**config.mk**
```make
export PLATFORM = sky130hd
export DESIGN_NAME = rom_reader
export DESIGN_NICKNAME = d
export VERILOG_FILES = /design/src/rtl/rom_reader.sv
export SDC_FILE = /design/constraint.sdc
export NUM_CORES = 1
export LEC_CHECK = 0
export BUFFER_PORTS_ARGS = -buffer_cell sky130_fd_sc_hd__buf_2
export CAP_MARGIN = 5
export CORE_MARGIN = 1
export CORE_UTILIZATION = 45
export DETAILED_ROUTE_END_ITERATION = 8
export GPL_ROUTABILITY_DRIVEN = 0
export PLACE_DENSITY_LB_ADDON = 0.12
export REMOVE_ABC_BUFFERS = 1
export SLEW_MARGIN = 0
export SYNTH_ARGS = -nofsm -noshare
export SYNTH_HDL_FRONTEND = slang
export SYNTH_SLANG_ARGS = --single-unit
```
**constraint.sdc**
```tcl
create_clock -name clk -period 4.3 [get_ports clk]
set_input_delay 0.86 -clock clk [delete_from_list [all_inputs] [get_ports clk]]
set_output_delay 0.86 -clock clk [all_outputs]
set_load 0.02 [all_outputs]
```
**src/rtl/rom_reader.sv**
```systemverilog
// Sequential ROM read initiator: start -> READ/LATCH per word, first word valid 3 cycles after start, 1 word / 2 cycles.
// Back-pressure: a held output word stalls the FSM in LATCH; done pulses after the last word is accepted.
module rom_reader #(
  parameter int AW = 4,
  parameter int DW = 4
) (
  input  logic          clk,
  input  logic          rst_n,
  input  logic          start,
  input  logic [AW-1:0] start_addr,
  input  logic [AW:0]   count,
  output logic          busy,
  output logic          done,
  output logic [AW-1:0] rom_addr,
  output logic          rom_rd,
  input  logic [DW-1:0] rom_data,
  output logic [DW-1:0] dout,
  output logic          dout_valid,
  input  logic          dout_ready
);

  typedef enum logic [1:0] {
    S_IDLE  = 2'd0,
    S_READ  = 2'd1,
    S_LATCH = 2'd2,
    S_FLUSH = 2'd3
  } state_e;

  localparam logic [AW:0] LAST_WORD = (AW+1)'(1);

  state_e        state_q;
  logic [AW-1:0] addr_q;
  logic [AW:0]   remaining_q;
  logic          busy_q;
  logic          done_q;
  logic [AW-1:0] rom_addr_q;
  logic          rom_rd_q;
  logic [DW-1:0] dout_q;
  logic          dout_valid_q;

  logic [AW-1:0] addr_d;
  logic [AW:0]   remaining_d;
  logic          accept;
  logic          slot_free;

  // Address naturally wraps at 2^AW.
  assign addr_d      = addr_q + AW'(1);
  assign remaining_d = remaining_q - LAST_WORD;
  assign accept      = dout_valid_q && dout_ready;
  assign slot_free   = !dout_valid_q || dout_ready;

  always_ff @(posedge clk or negedge rst_n) begin
    if (!rst_n) begin
      state_q      <= S_IDLE;
      addr_q       <= '0;
      remaining_q  <= '0;
      busy_q       <= 1'b0;
      done_q       <= 1'b0;
      rom_addr_q   <= '0;
      rom_rd_q     <= 1'b0;
      dout_q       <= '0;
      dout_valid_q <= 1'b0;
    end else begin
      done_q <= 1'b0;
      // A reload in LATCH below overrides this clear for back-to-back transfers.
      if (accept) dout_valid_q <= 1'b0;

      case (state_q)
        S_IDLE: begin
          if (start) begin
            if (count != '0) begin
              addr_q      <= start_addr;
              remaining_q <= count;
              rom_addr_q  <= start_addr;
              rom_rd_q    <= 1'b1;
              busy_q      <= 1'b1;
              state_q     <= S_READ;
            end else begin
              done_q <= 1'b1;
            end
          end
        end
        S_READ: begin
          state_q <= S_LATCH;
        end
        S_LATCH: begin
          if (slot_free) begin
            dout_q       <= rom_data;
            dout_valid_q <= 1'b1;
            addr_q       <= addr_d;
            remaining_q  <= remaining_d;
            if (remaining_q == LAST_WORD) begin
              rom_rd_q <= 1'b0;
              state_q  <= S_FLUSH;
            end else begin
              rom_addr_q <= addr_d;
              state_q    <= S_READ;
            end
          end
        end
        S_FLUSH: begin
          if (accept) begin
            done_q  <= 1'b1;
            busy_q  <= 1'b0;
            state_q <= S_IDLE;
          end
        end
        default: begin
          state_q <= S_IDLE;
        end
      endcase
    end
  end

  assign busy       = busy_q;
  assign done       = done_q;
  assign rom_addr   = rom_addr_q;
  assign rom_rd     = rom_rd_q;
  assign dout       = dout_q;
  assign dout_valid = dout_valid_q;

endmodule

```
# --- Yosys cells after proc, flatten, opt, wreduce, memory -nomap -nowiden ---
# Index checks and enable logic that the tools add are counted.
word_totals:
  reg_bits: 23
  wordCells: 65
classes:
  add_sub_neg: 2
  n_eq_ne: 10
  muxes: 31
  n_reduce_logical: 13
ops:
  columns: ["cell", "count"]
  rows:
  - ["$mux W4", 5]
  - ["$pmux W4 S2", 2]
  - ["$mux W5", 3]
  - ["$ne A2 B2 Y1 const B", 6]
  - ["$reduce_and A4 Y1", 3]
  - ["$mux W1", 11]
  - ["$mux W2", 5]
  - ["$pmux W5 S2", 1]
  - ["$reduce_and A5 Y1", 2]
  - ["$pmux W2 S4", 1]
  - ["$pmux W1 S2", 3]
  - ["$eq A5 B1 Y1 const B", 1]
  - ["$reduce_bool A5 Y1", 1]
  - ["$sub A5 B1 Y5 const B", 1]
  - ["$add A4 B1 Y4 const B", 1]
  - ["$eq A2 B2 Y1 const B", 2]
  - ["$reduce_bool A2 Y1", 2]
  - ["$eq A2 B1 Y1 const B", 1]
  - ["$logic_not A2 Y1", 1]
  - ["$reduce_and A2 Y1", 1]
  - ["$logic_and A1 B1 Y1", 1]
  - ["$logic_not A1 Y1", 1]
  - ["$logic_or A1 B1 Y1", 1]

# --- Longest topological paths before layout ---
# Gate-level depths: netlist of the first run.
logic_depth:
  word_depth: 4
  mapped_depth: 8

# --- Least setup slack after synthesis of the first run ---
# Ideal clock, no wire load.
synth_path:
  path_type: "input port to flip-flop"
  from: "input port count[0]"
  to: "register addr_q[0]"
  setup_time_ps: 125
  arrival_ps: 1803
  required_time_ps: 4175
  path_slack_ps: 2372
  stages: 4
  n_path_buf: 0
  path_cell_list: "nor4_4 a21oi_2 nand2_4 mux2_2"
synth_between:
  elab_chain_len: 3
synth_rtl:
  columns: ["element", "line_no", "text"]
  rows:
  - ["from (decl)", "11", "input logic [AW:0] count,"]
  - ["$reduce_bool A5 Y1", "71", "if (count != '0) begin"]
  - ["$ne A2 B2 Y1 (no source line)", null, null]
  - ["$reduce_and A4 Y1 (no source line)", null, null]
  - ["to (signal assigned)", "72", "addr_q <= start_addr;"]
  - ["to (signal assigned)", "90", "addr_q <= addr_d;"]
  - ["to (decl)", "32", "logic [AW-1:0] addr_q;"]
# No other way between the ends.
# A chain may end at the register's enable or synchronous reset.

# --- Worst setup path in the final report of the first run ---
layout_path:
  from: "register state_q[0]"
  to: "register rom_addr_q[2] (netlist: rom_addr[2])"
layout_between:
  elab_chain_len: 3
layout_rtl:
  columns: ["element", "line_no", "text"]
  rows:
  - ["from (decl)", "31", "state_e state_q;"]
  - ["from (signal assigned)", "54", "state_q <= S_IDLE;"]
  - ["from (signal assigned)", "77", "state_q <= S_READ;"]
  - ["from (signal assigned)", "84", "state_q <= S_LATCH;"]
  - ["$eq A2 B2 Y1 / $logic_not A2 Y1 (equally long branches)", "68", "case (state_q)"]
  - ["$ne A2 B2 Y1 (no source line) / $reduce_bool A2 Y1 (equally long branches)", null, null]
  - ["$reduce_and A5 Y1 (no source line)", null, null]
  - ["to (signal assigned)", "74", "rom_addr_q <= start_addr;"]
  - ["to (signal assigned)", "96", "rom_addr_q <= addr_d;"]
  - ["to (decl)", "36", "logic [AW-1:0] rom_addr_q;"]
# Parallel ways exist; a longest one is shown, timed or not.

==> results.md, run 1 <==
- Top Ports: 29
- Initial antenna violation count: 0
- Synth top area cells: dfrtp_1, mux2_2, ha_1
- Main combinational cell family by area after synthesis: compound AO/OA/AOI/OAI gates
- Synth Area in XOR/XNOR: 1.359%
- Max H-tree Level: 1
- Compound-Gate Fraction of Synth Area: 17.09%
- Overflow after GRT: 0
- Async SR Flop Fraction: 100.0%
- Static Leakage: 0.6990 nW
- Setup Buffers After CTS: 0
- Share of cells above drive strength 1: 32.43%
- Max Cap Viol: 0
- Hold Vio Cnt, Final: 0
- Rows: 19
- Count leader, synth: dfrtp_1
- Die Height: 55.52 um
- NumNets Final: 173
- VDD IR max: 0.4634 mV
- Crit path max fanout: 21
- Endpoints failing setup: 0
- Cell family with most CP delay: adder cells
- Register-to-register path setup slack: 2.09 ns
- GRT Overall Usage: 18.28%
- Switching power total: 519.4 uW
- CTS Sinks: 23
- Clk_skew: 0.001888 ns
- Avg WL per Cell: 14.13 um
- Post-cts hold buffer count: 0
- Post-route non-filler standard cell count: 179
- Run status: finished, final reports clean
- DR pass1 iterations: 4
- Synth Instances: 120
- Setup CP Type: reg2reg
- Yosys Warn Count: 0
- Final period utilization: 51.41%
- Via count: 1,005
- CP Buf/Inv Count: 1
- DRT iter0 DRCs: 10
- Distinct cells, synth: 40
- Synth top cells by count: dfrtp_1, mux2_2, nand2_1
- Clk root buf: clkbuf_4
- Clk pin slew, worst setup/hold paths: 0.12 ns
- Final WL: 2.530 mm
- Max-slew violation count: 0
- Dominant synthesized flop cell: dfrtp_1
- Antenna Cells: 0
- Synthesized cell area: 0.001289 sq mm
- Setup TNS: 0 ns
- Mapped Avg Cell Area: 10.74 sq um
- Placed Instances: 175
- Top cell type by total area after synthesis: dfrtp_1
- Seq pwr share: 34.7%
- Num CTS Buffers: 3
- Gate power share: 56.9%
- Fmax: 0.4524 GHz
- Cell Chain, Critical Path: inv_1, ha_1, nor2b_1, nand3_1, nand3_2, mux2_2
- Crit path arrival time: 2.41 ns
- Final Util: 53.91%
- IO Port Bufs: 28
- #FFs+latches synth: 23
- Syn-to-layout area delta: 14.37%
- Initial Util: 47.14%
- Slowest-stage cell, CP: ha_1
- Switching Share: 44.36%
- Post-synth EDFFs: 0
- Post-synthesis sequential area ratio: 44.66%
- Mux cell area share after synthesis: 11.26%
- Largest net degree at the start of global routing: 24
- Least-Margin Pin Slew: 0.6867 ns
- Die area: 0.003082 sq mm
- PnR Total Power: 1.171 mW
- Vias in the first global route: 1,013
- Drt drc: 0
- Period minus WS final: 2.211 ns
- Pint: 651.4 uW
- Antenna Violating Nets Remaining: 0
- Worst path max stage delay: 0.61 ns
- Pwr dens: 794.3 mW/mm^2
- Global-route wire length before repair: 4.519 mm
- CTS Buffer Depth: 2
- CP endpoint kind: flop
- Core ar.: 0.002734 sq mm
- CP Data Required Time: 4.50 ns
- Chip Width: 55.52 um
- Clk network pwr share: 8.4%
- Clock latency on the worst-skew pair: 0.30 ns
- Post_cts resized: 0
- Synth Area in Simple Gates: 15.83%
- Unrepaired setup endpoints after global routing: false
- Top cell type's share of synthesized area: 44.66%
- Hpwl dp: 1.901 mm
- CTS tree: yes
- Post-DR vias/cell: 5.615
- Synth Area in Adders: 6.796%
- Slew margin rel.: 54.22%
- Hold Crit Class: in2async
- Startpoint type of the worst setup path: flop
-- layout make-up --
cell class | instances | area, sq um
Inverter | 5 | 18.77
Fill cell | 263 | 1260
Tap cell | 31 | 38.79
Sequential cell | 23 | 575.6
Clock buffer | 4 | 26.28
Multi-Input combinational cell | 88 | 674.4
Timing Repair Buffer | 28 | 140.1
-- path summary, 6_finish.rpt --
path,depth (start not counted),start,endpoint
min reg2reg,1,rom_addr[1],rom_addr[1]
max in group asynchronous,1,rst_n,addr_q[2]
max reg2reg,6,state_q[0],rom_addr[2]
min in group clk,1,rom_addr[1],rom_addr[1]
min,1,rst_n,remaining_q[3]
max,6,state_q[0],rom_addr[2]
-- routing by layer --
metal / track usage [%] / up-vias / share of wire (%) / wire, um
li1: - / 497 / - / -
met3: 3.747 / 4 / 3.6 / 92
met2: 31.50 / 20 / 47 / 1200
met4: 4.286 / 0 / 1.1 / 27
met1: 23.56 / 484 / 48 / 1211
met5: 0 / - / 0 / 0
-- layout by cell type, fill, tap and decap left out, types with 4 or more instances in the layout --
cell / n
nand2_1: 10
dfrtp_1: 23
nand3_1: 4
buf_2: 28
nor2_1: 7
a21oi_1: 6
ha_1: 7
inv_1: 5
mux2_2: 10
o21ai_0: 4
-- registers in the layout (all words and copies together), names as in the netlist --
| register | cells |
|---|---|
| state_q | 2 |
| remaining_q | 5 |
| done | 1 |
| rom_rd | 1 |
| dout_valid | 1 |
| rom_addr | 4 |
| dout | 4 |
| addr_q | 4 |
| busy | 1 |
-- stage by stage --
step                setup slack [ns]  hold WS (ns)  cell area (sq um)
floorplan                      2.372        0.4674               1269
global placement               2.125        0.4753               1448
detailed placement             2.093        0.4761               1448
CTS                            2.087        0.5054               1474
global route                   1.806        0.5280               1474
finish                         2.089        0.4981               1474
-- logic make-up after synthesis --
kind of cell / after synthesis
xor gates and xnor gates: 2
and+or+nand+nor: 35
adders and majority gates: 7
DFF: 23
muxes: 13
buffers and inverters: 9
AOI/OAI and AO/OA: 31
-- power by group through the flow --
stage	logic, mW	clock network (mW)	registers, mW
global placement	0.657	0	0.406
floorplan	0.443	0	0.459
detailed placement	0.669	0	0.411
CTS	0.671	0.102	0.406
finish	0.666	0.0987	0.406
global route	0.742	0.112	0.420
-- worst register-to-register path, delay by kind of cell (launching register included) --
kind | cells | cell delay (ns)
AND/OR/NAND/NOR | 3 | 0.60
multiplexers | 1 | 0.35
buffers and inverters | 1 | 0.12
flip-flops | 1 | 0.43
adder cells (fa/ha/maj) | 1 | 0.61
Note: power is estimated with default switching activity, not from simulation.
==> inputs of run 2 (changes only) <==
==> constraint.sdc (replaced) <==
create_clock -name clk -period 2.05 [get_ports clk]
set_input_delay 0.41 -clock clk [delete_from_list [all_inputs] [get_ports clk]]
set_output_delay 0.41 -clock clk [all_outputs]
set_load 0.02 [all_outputs]
==> run 2 against run 1 <==
Effect of this change:
- clock power rose by 120%
- power rose by 110%
- hold slack got worse by 0.46 ns
- highest routed layer unchanged
- non-clock buffer count rose by 1
- global-route usage rose by 0.41 points
- clock-buffer cell count did not move
- largest power group unchanged
==> results.md, run 2 (same netlist as run 1, synthesis figures left out) <==
- Chip Width: 55.52 um (unchanged)
- DR pass1 iterations: 4 (unchanged)
- Largest net degree at the start of global routing: 24 (unchanged)
- Max reg flops: 5 (unchanged)
- Max Cap Viol: 0 (unchanged)
- Final period utilization: 92.05% (+41 points)
- Via count: 1,018 (+1.3%)
- Placed instance area: 0.001455 sq mm (+0.52%)
- Max H-tree Level: 1 (unchanged)
- Crit path arrival time: 2.10 ns (-0.31 ns)
- CP Depth: 6 (unchanged)
- Post-cts hold buffer count: 0 (unchanged)
- Initial Util: 47.14% (unchanged)
- Vias in the first global route: 990 (-2.3%)
- Most frequent cells in the layout: buf_2, dfrtp_1, nand2_1, mux2_2
- Share of cells above drive strength 1: 32.89% (+0.45 points)
- Cell family with most CP delay: simple AND/OR/NAND/NOR gates
- CTS Sinks: 23 (unchanged)
- Top Ports: 29 (unchanged)
- VDD IR max: 0.9655 mV (+110%)
- CP Data Required Time: 2.27 ns (-2.23 ns)
- CP Buf/Inv Count: 1 (unchanged)
- Setup Buffers After CTS: 0 (unchanged)
- Cell Chain, Critical Path: inv_1, ha_1, nor2b_1, nand3_1, nand3_2, mux2_2
- IO Port Bufs: 28 (unchanged)
- Avg WL per Cell: 13.98 um (-1.1%)
- Max-slew violation count: 0 (unchanged)
- Worst Reg-to-Reg Cells: 6 (unchanged)
- CTS Buffer Depth: 2 (unchanged)
- Die area: 0.003082 sq mm (unchanged)
- DRT iter0 DRCs: 22 (+12)
- Slew margin rel.: 66.60% (+12 points)
- Core ar.: 0.002734 sq mm (unchanged)
- Gate power share: 56.9% (about the same)
- CP endpoint kind: flop
- Post-route cell area: 0.001481 sq mm (+0.51%)
- Die Height: 55.52 um (unchanged)
- Switching power total: 1.086 mW (+110%)
- Pwr dens: 1663 mW/mm^2 (+110%)
- Num CTS Buffers: 3 (unchanged)
- Pint: 1.378 mW (+110%)
- Clk root buf: clkbuf_4
- Post_cts resized: 0 (unchanged)
- NumNets Final: 174 (+0.58%)
- R2r startpoint: state_q[0]
- Startpoint type of the worst setup path: flop
- Crit path capture: rom_addr[0]
- Worst path max stage delay: 0.43 ns (-0.18 ns)
- Initial antenna violation count: 0 (unchanged)
- Run status: finished, final reports clean
- Hold Vio Cnt, Final: 0 (unchanged)
- Fmax: 0.5300 GHz (+17%)
- Largest register by flop count: remaining_q
- Global-route wire length before repair: 4.485 mm (-0.75%)
- Rows: 19 (unchanged)
- Register-to-register path setup slack: 0.16 ns (-1.93 ns)
- Crit path max fanout: 9 (-57%)
- Endpoints failing setup: 0 (unchanged)
- Hpwl dp: 1.881 mm (-1.1%)
- Post-route non-filler standard cell count: 180 (+0.56%)
- Hold Crit Class: in2async
- Setup TNS: 0 ns (unchanged)
- Least-Margin Pin Slew: 0.5011 ns (-0.1856 ns)
- Seq pwr share: 34.4% (-0.3 points)
- Placed Instances: 176 (+0.57%)
- Clk pin slew, worst setup/hold paths: 0.12 ns (about the same)
- CTS tree: yes
- Commonest non-fill, non-tap cell in the layout: buf_2
- Period minus WS final: 1.887 ns (-0.3236 ns)
- Clk network pwr share: 8.7% (+0.3 points)
- Setup CP Type: reg2reg
- Clk_skew: 0.001053 ns (-0.0008354 ns)
- Static Leakage: 0.7041 nW (+0.74%)
- Antenna Violating Nets Remaining: 0 (unchanged)
- Final WL: 2.516 mm (-0.55%)
- GRT Overall Usage: 18.69% (+0.41 points)
- Post-DR vias/cell: 5.656 (+0.73%)
- Overflow after GRT: 0 (unchanged)
- CP Launch Point: state_q[0]
- Antenna Cells: 0 (unchanged)
- Clock latency on the worst-skew pair: 0.31 ns (about the same)
- Unrepaired setup endpoints after global routing: false
- Syn-to-layout area delta: 14.95%
- Drt drc: 0 (unchanged)
- Switching Share: 44.07% (-0.30 points)
- Slowest-stage cell, CP: dfrtp_1
- RR Endpoint: rom_addr[0]
## run 2: changes by cell type in the layout (fill, tap and decap cells not counted), sizes merged
cell / delta
buf: +1
## run 2: worst min path at each step
stage	depth (start not counted)	to
after global routing	1	remaining_q[1]
after CTS	1	remaining_q[0]
final	1	remaining_q[0]
after floorplan	0	addr_q[0]
after detailed placement	1	remaining_q[0]
after global placement	1	remaining_q[1]
## run 2: through the flow
stage	setup slack [ns]	utilization, %	total power, mW	hold slack, ns
global placement	0.2091	53.23	2.229	0.4158
CTS	0.1627	54.19	2.482	0.05560
detailed placement	0.1869	53.23	2.265	0.4132
global route	0.03894	54.19	2.684	0.08579
finish	0.1630	54.19	2.464	0.03842
floorplan	0.1906	-	1.892	0.1144
## run 2: routing by layer
layer / GRT usage (%) / wire length, um
met1: 24.35 / 1209
met2: 29.95 / 1123
met3: 3.747 / 130
met4: 8.571 / 53
met5: 0 / 0
## run 2: layout make-up
| cell class | count | area [sq um] |
|---|---|---|
| clock buffer | 4 | 26.28 |
| fill | 249 | 1252 |
| inverter | 5 | 18.77 |
| multi-input combinational | 88 | 674.4 |
| sequential | 23 | 575.6 |
| tap | 31 | 38.79 |
| timing repair buffer | 29 | 147.6 |
## run 2: power groups by stage
| stage | clock network (mW) | logic (mW) | registers (mW) |
|---|---|---|---|
| 2_1_floorplan | 0 | 0.930 | 0.962 |
| 3_3_place_gp | 0 | 1.39 | 0.844 |
| 3_5_place_dp | 0 | 1.40 | 0.861 |
| 4_1_cts | 0.223 | 1.41 | 0.849 |
| 5_1_grt | 0.236 | 1.57 | 0.882 |
| 6_report | 0.213 | 1.40 | 0.848 |
==> inputs of run 3 (changes only) <==
--- a/config.mk
+++ b/config.mk
@@ -8,7 +8,7 @@
 export BUFFER_PORTS_ARGS = -buffer_cell sky130_fd_sc_hd__buf_2
 export CAP_MARGIN = 5
 export CORE_MARGIN = 1
-export CORE_UTILIZATION = 45
+export CORE_UTILIZATION = 48
 export DETAILED_ROUTE_END_ITERATION = 8
 export GPL_ROUTABILITY_DRIVEN = 0
 export PLACE_DENSITY_LB_ADDON = 0.12
==> constraint.sdc (replaced) <==
create_clock -name clk -period 1.5 [get_ports clk]
set_input_delay 0.3 -clock clk [delete_from_list [all_inputs] [get_ports clk]]
set_output_delay 0.3 -clock clk [all_outputs]
set_load 0.02 [all_outputs]
==> run 3 against run 2 <==
Effect of this change:
- fmax rose by 18%
- the flow now finishes with violations (negative setup slack)
- wire length rose by 14%
- non-clock buffer count rose by 25
- cell area rose by 26%
- utilization rose by 20 points
- die area fell by 6.0%
- critical endpoint is now addr_q[3]
- via count rose by 7.6%
- flip-flop and latch count did not move
==> results.md, run 3 (same netlist as run 1, synthesis figures left out) <==
- Run status: finished with violations
- Failing checks: negative setup slack
- Die area: 0.002896 sq mm (-6.0%)
- Final WL: 2.880 mm (+14%)
- Unrepaired setup endpoints after global routing: true
- Setup CP Type: reg2reg
- Max reg flops: 5 (unchanged)
- Crit path arrival time: 1.81 ns (-0.29 ns)
- Initial Util: 51.55% (+4.4 points)
- Drt drc: 0 (unchanged)
- Least-Margin Pin Slew: 0.5329 ns (+0.03186 ns)
- Final worst slack: -0.1048 ns (-0.2679 ns)
- Rows: 18 (-1)
- Hold Vio Cnt, Final: 0 (unchanged)
- Slew margin rel.: 64.47% (-2.1 points)
- Vias in the first global route: 1,079 (+9.0%)
- Core ar.: 0.002500 sq mm (-8.6%)
- PnR Total Power: 4.381 mW (+78%)
- VDD IR max: 1.487 mV (+54%)
- Hold Crit Class: in2reg
- Max H-tree Level: 1 (unchanged)
- Antenna Cells: 0 (unchanged)
- Static Leakage: 0.8641 nW (+23%)
- Pwr dens: 2355 mW/mm^2 (+42%)
- Most frequent cells in the layout: buf_2, dfrtp_1, buf_4
- Clock latency on the worst-skew pair: 0.31 ns (about the same)
- Share of cells above drive strength 1: 54.02% (+21 points)
- Avg WL per Cell: 14.12 um (+1.0%)
- Die Height: 53.82 um (-3.1%)
- Endpoints failing setup: 16 (+16)
- Initial antenna violation count: 0 (unchanged)
- Period minus WS final: 1.605 ns (-0.2821 ns)
- Crit path max fanout: 8 (-1)
- Max Cap Viol: 0 (unchanged)
- CP Data Required Time: 1.70 ns (-0.57 ns)
- Final Util: 74.42% (+20 points)
- Hpwl dp: 2.036 mm (+8.2%)
- IO Port Bufs: 28 (unchanged)
- Chip Width: 53.82 um (-3.1%)
- Max-slew violation count: 0 (unchanged)
- Largest register by flop count: remaining_q
- Fmax: 0.6231 GHz (+18%)
- Largest net degree at the start of global routing: 24 (unchanged)
- Top Ports: 29 (unchanged)
- Clk_skew: 0.006241 ns (+0.005188 ns)
- CTS tree: yes
- Worst path max stage delay: 0.41 ns (-0.02 ns)
- Global-route wire length before repair: 4.747 mm (+5.8%)
- Clk pin slew, worst setup/hold paths: 0.12 ns (about the same)
- Antenna Violating Nets Remaining: 0 (unchanged)
- Commonest non-fill, non-tap cell in the layout: buf_2
- Num CTS Buffers: 3 (unchanged)
- Clk root buf: clkbuf_4
- Filler cells: 179 (-28%)
- CTS Buffer Depth: 2 (unchanged)
- DRT iter0 DRCs: 7 (-68%)
- Syn-to-layout area delta: 44.37%
- Overflow after GRT: 0 (unchanged)
- Startpoint type of the worst setup path: flop
- NumNets Final: 199 (+14%)
- GRT Overall Usage: 23.44% (+4.7 points)
- Final period utilization: 107.0% (+15 points)
- CTS Sinks: 23 (unchanged)
- Post-DR vias/cell: 5.368 (-5.1%)
- DR pass1 iterations: 4 (unchanged)
- Cell Chain, Critical Path: inv_2, ha_4, nand3b_1, o21a_4, nand2_4, mux2_2
- Via count: 1,095 (+7.6%)
- Slowest-stage cell, CP: dfrtp_1
- CP endpoint kind: flop
run 3: cell count changes in the layout (fill, tap and decap cells not counted), moves of 3 or more:
cell / delta
buf_6: +7
nor2b_4: +3
buf_4: +17
ha_1: -3
run 3: where the power goes:
part           switching [mW]  internal [mW]  total [mW]
combinational            1.41           1.54        2.95
sequential              0.213          0.935        1.15
clock                   0.179          0.104       0.283
total                    1.81           2.57        4.38
run 3: final cells by class:
type	instances	area, sq um	area share [%]
Timing Repair Buffer	54	364.1	19.57
Inverter	5	18.77	1.009
Tap cell	30	37.54	2.017
Multi-Input combinational cell	88	838.3	45.06
Sequential cell	23	575.6	30.93
Clock buffer	4	26.28	1.412
run 3: critical path: cells and delay by family, from the launching register on:
kind,cells,cell delay (ns)
adder cells (fa/ha/maj),1,0.20
multiplexers,1,0.34
AND/OR/NAND/NOR,2,0.26
flip-flops,1,0.41
AO/OA/AOI/OAI,1,0.18
buffers and inverters,1,0.11
run 3: through the flow:
stage	instances	area [sq um]	hold slack, ns	TNS, ns	setup WS [ns]
6_report	204	1861	0.2154	-1.248	-0.1048
5_1_grt	204	1861	0.2018	-2.253	-0.1659
4_1_cts	203	1809	0.2104	-1.219	-0.1034
3_5_place_dp	197	1619	0.3085	-3.620	-0.2773
3_3_place_gp	197	1619	0.3027	-3.328	-0.2686
2_1_floorplan	116	1269	0.004409	-4.837	-0.3594
run 3: final timing paths:
path,start,end,slack (ns),depth (start not counted)
setup / recovery,state_q[0],addr_q[3],-0.10,6
hold / removal,rom_data[3],dout[3],0.22,2
setup reg to reg,state_q[0],addr_q[3],-0.10,6
hold reg to reg,busy,busy,0.51,2
max in group asynchronous,rst_n,dout_valid,0.66,2
min in group asynchronous,rst_n,remaining_q[1],0.48,2
run 3: repair_timing:
item / CTS / global route
hold buffers: 1 / 0
pin swaps: 11 / 10
setup buffers: 1 / 1
endpoints found under the setup margin: 21 / 17
endpoints found under the hold margin: 23 / 0
gates resized for setup: 36 / 8
run 3: metal layers:
layer | GRT usage [%] | vias to the layer above | part of all wire [%]
met3 | 3.955 | 5 | 3.8
met2 | 38.27 | 26 | 49
met5 | 0 | - | 0
li1 | - | 549 | -
met1 | 30.80 | 515 | 46
met4 | 8.772 | 0 | 1.2
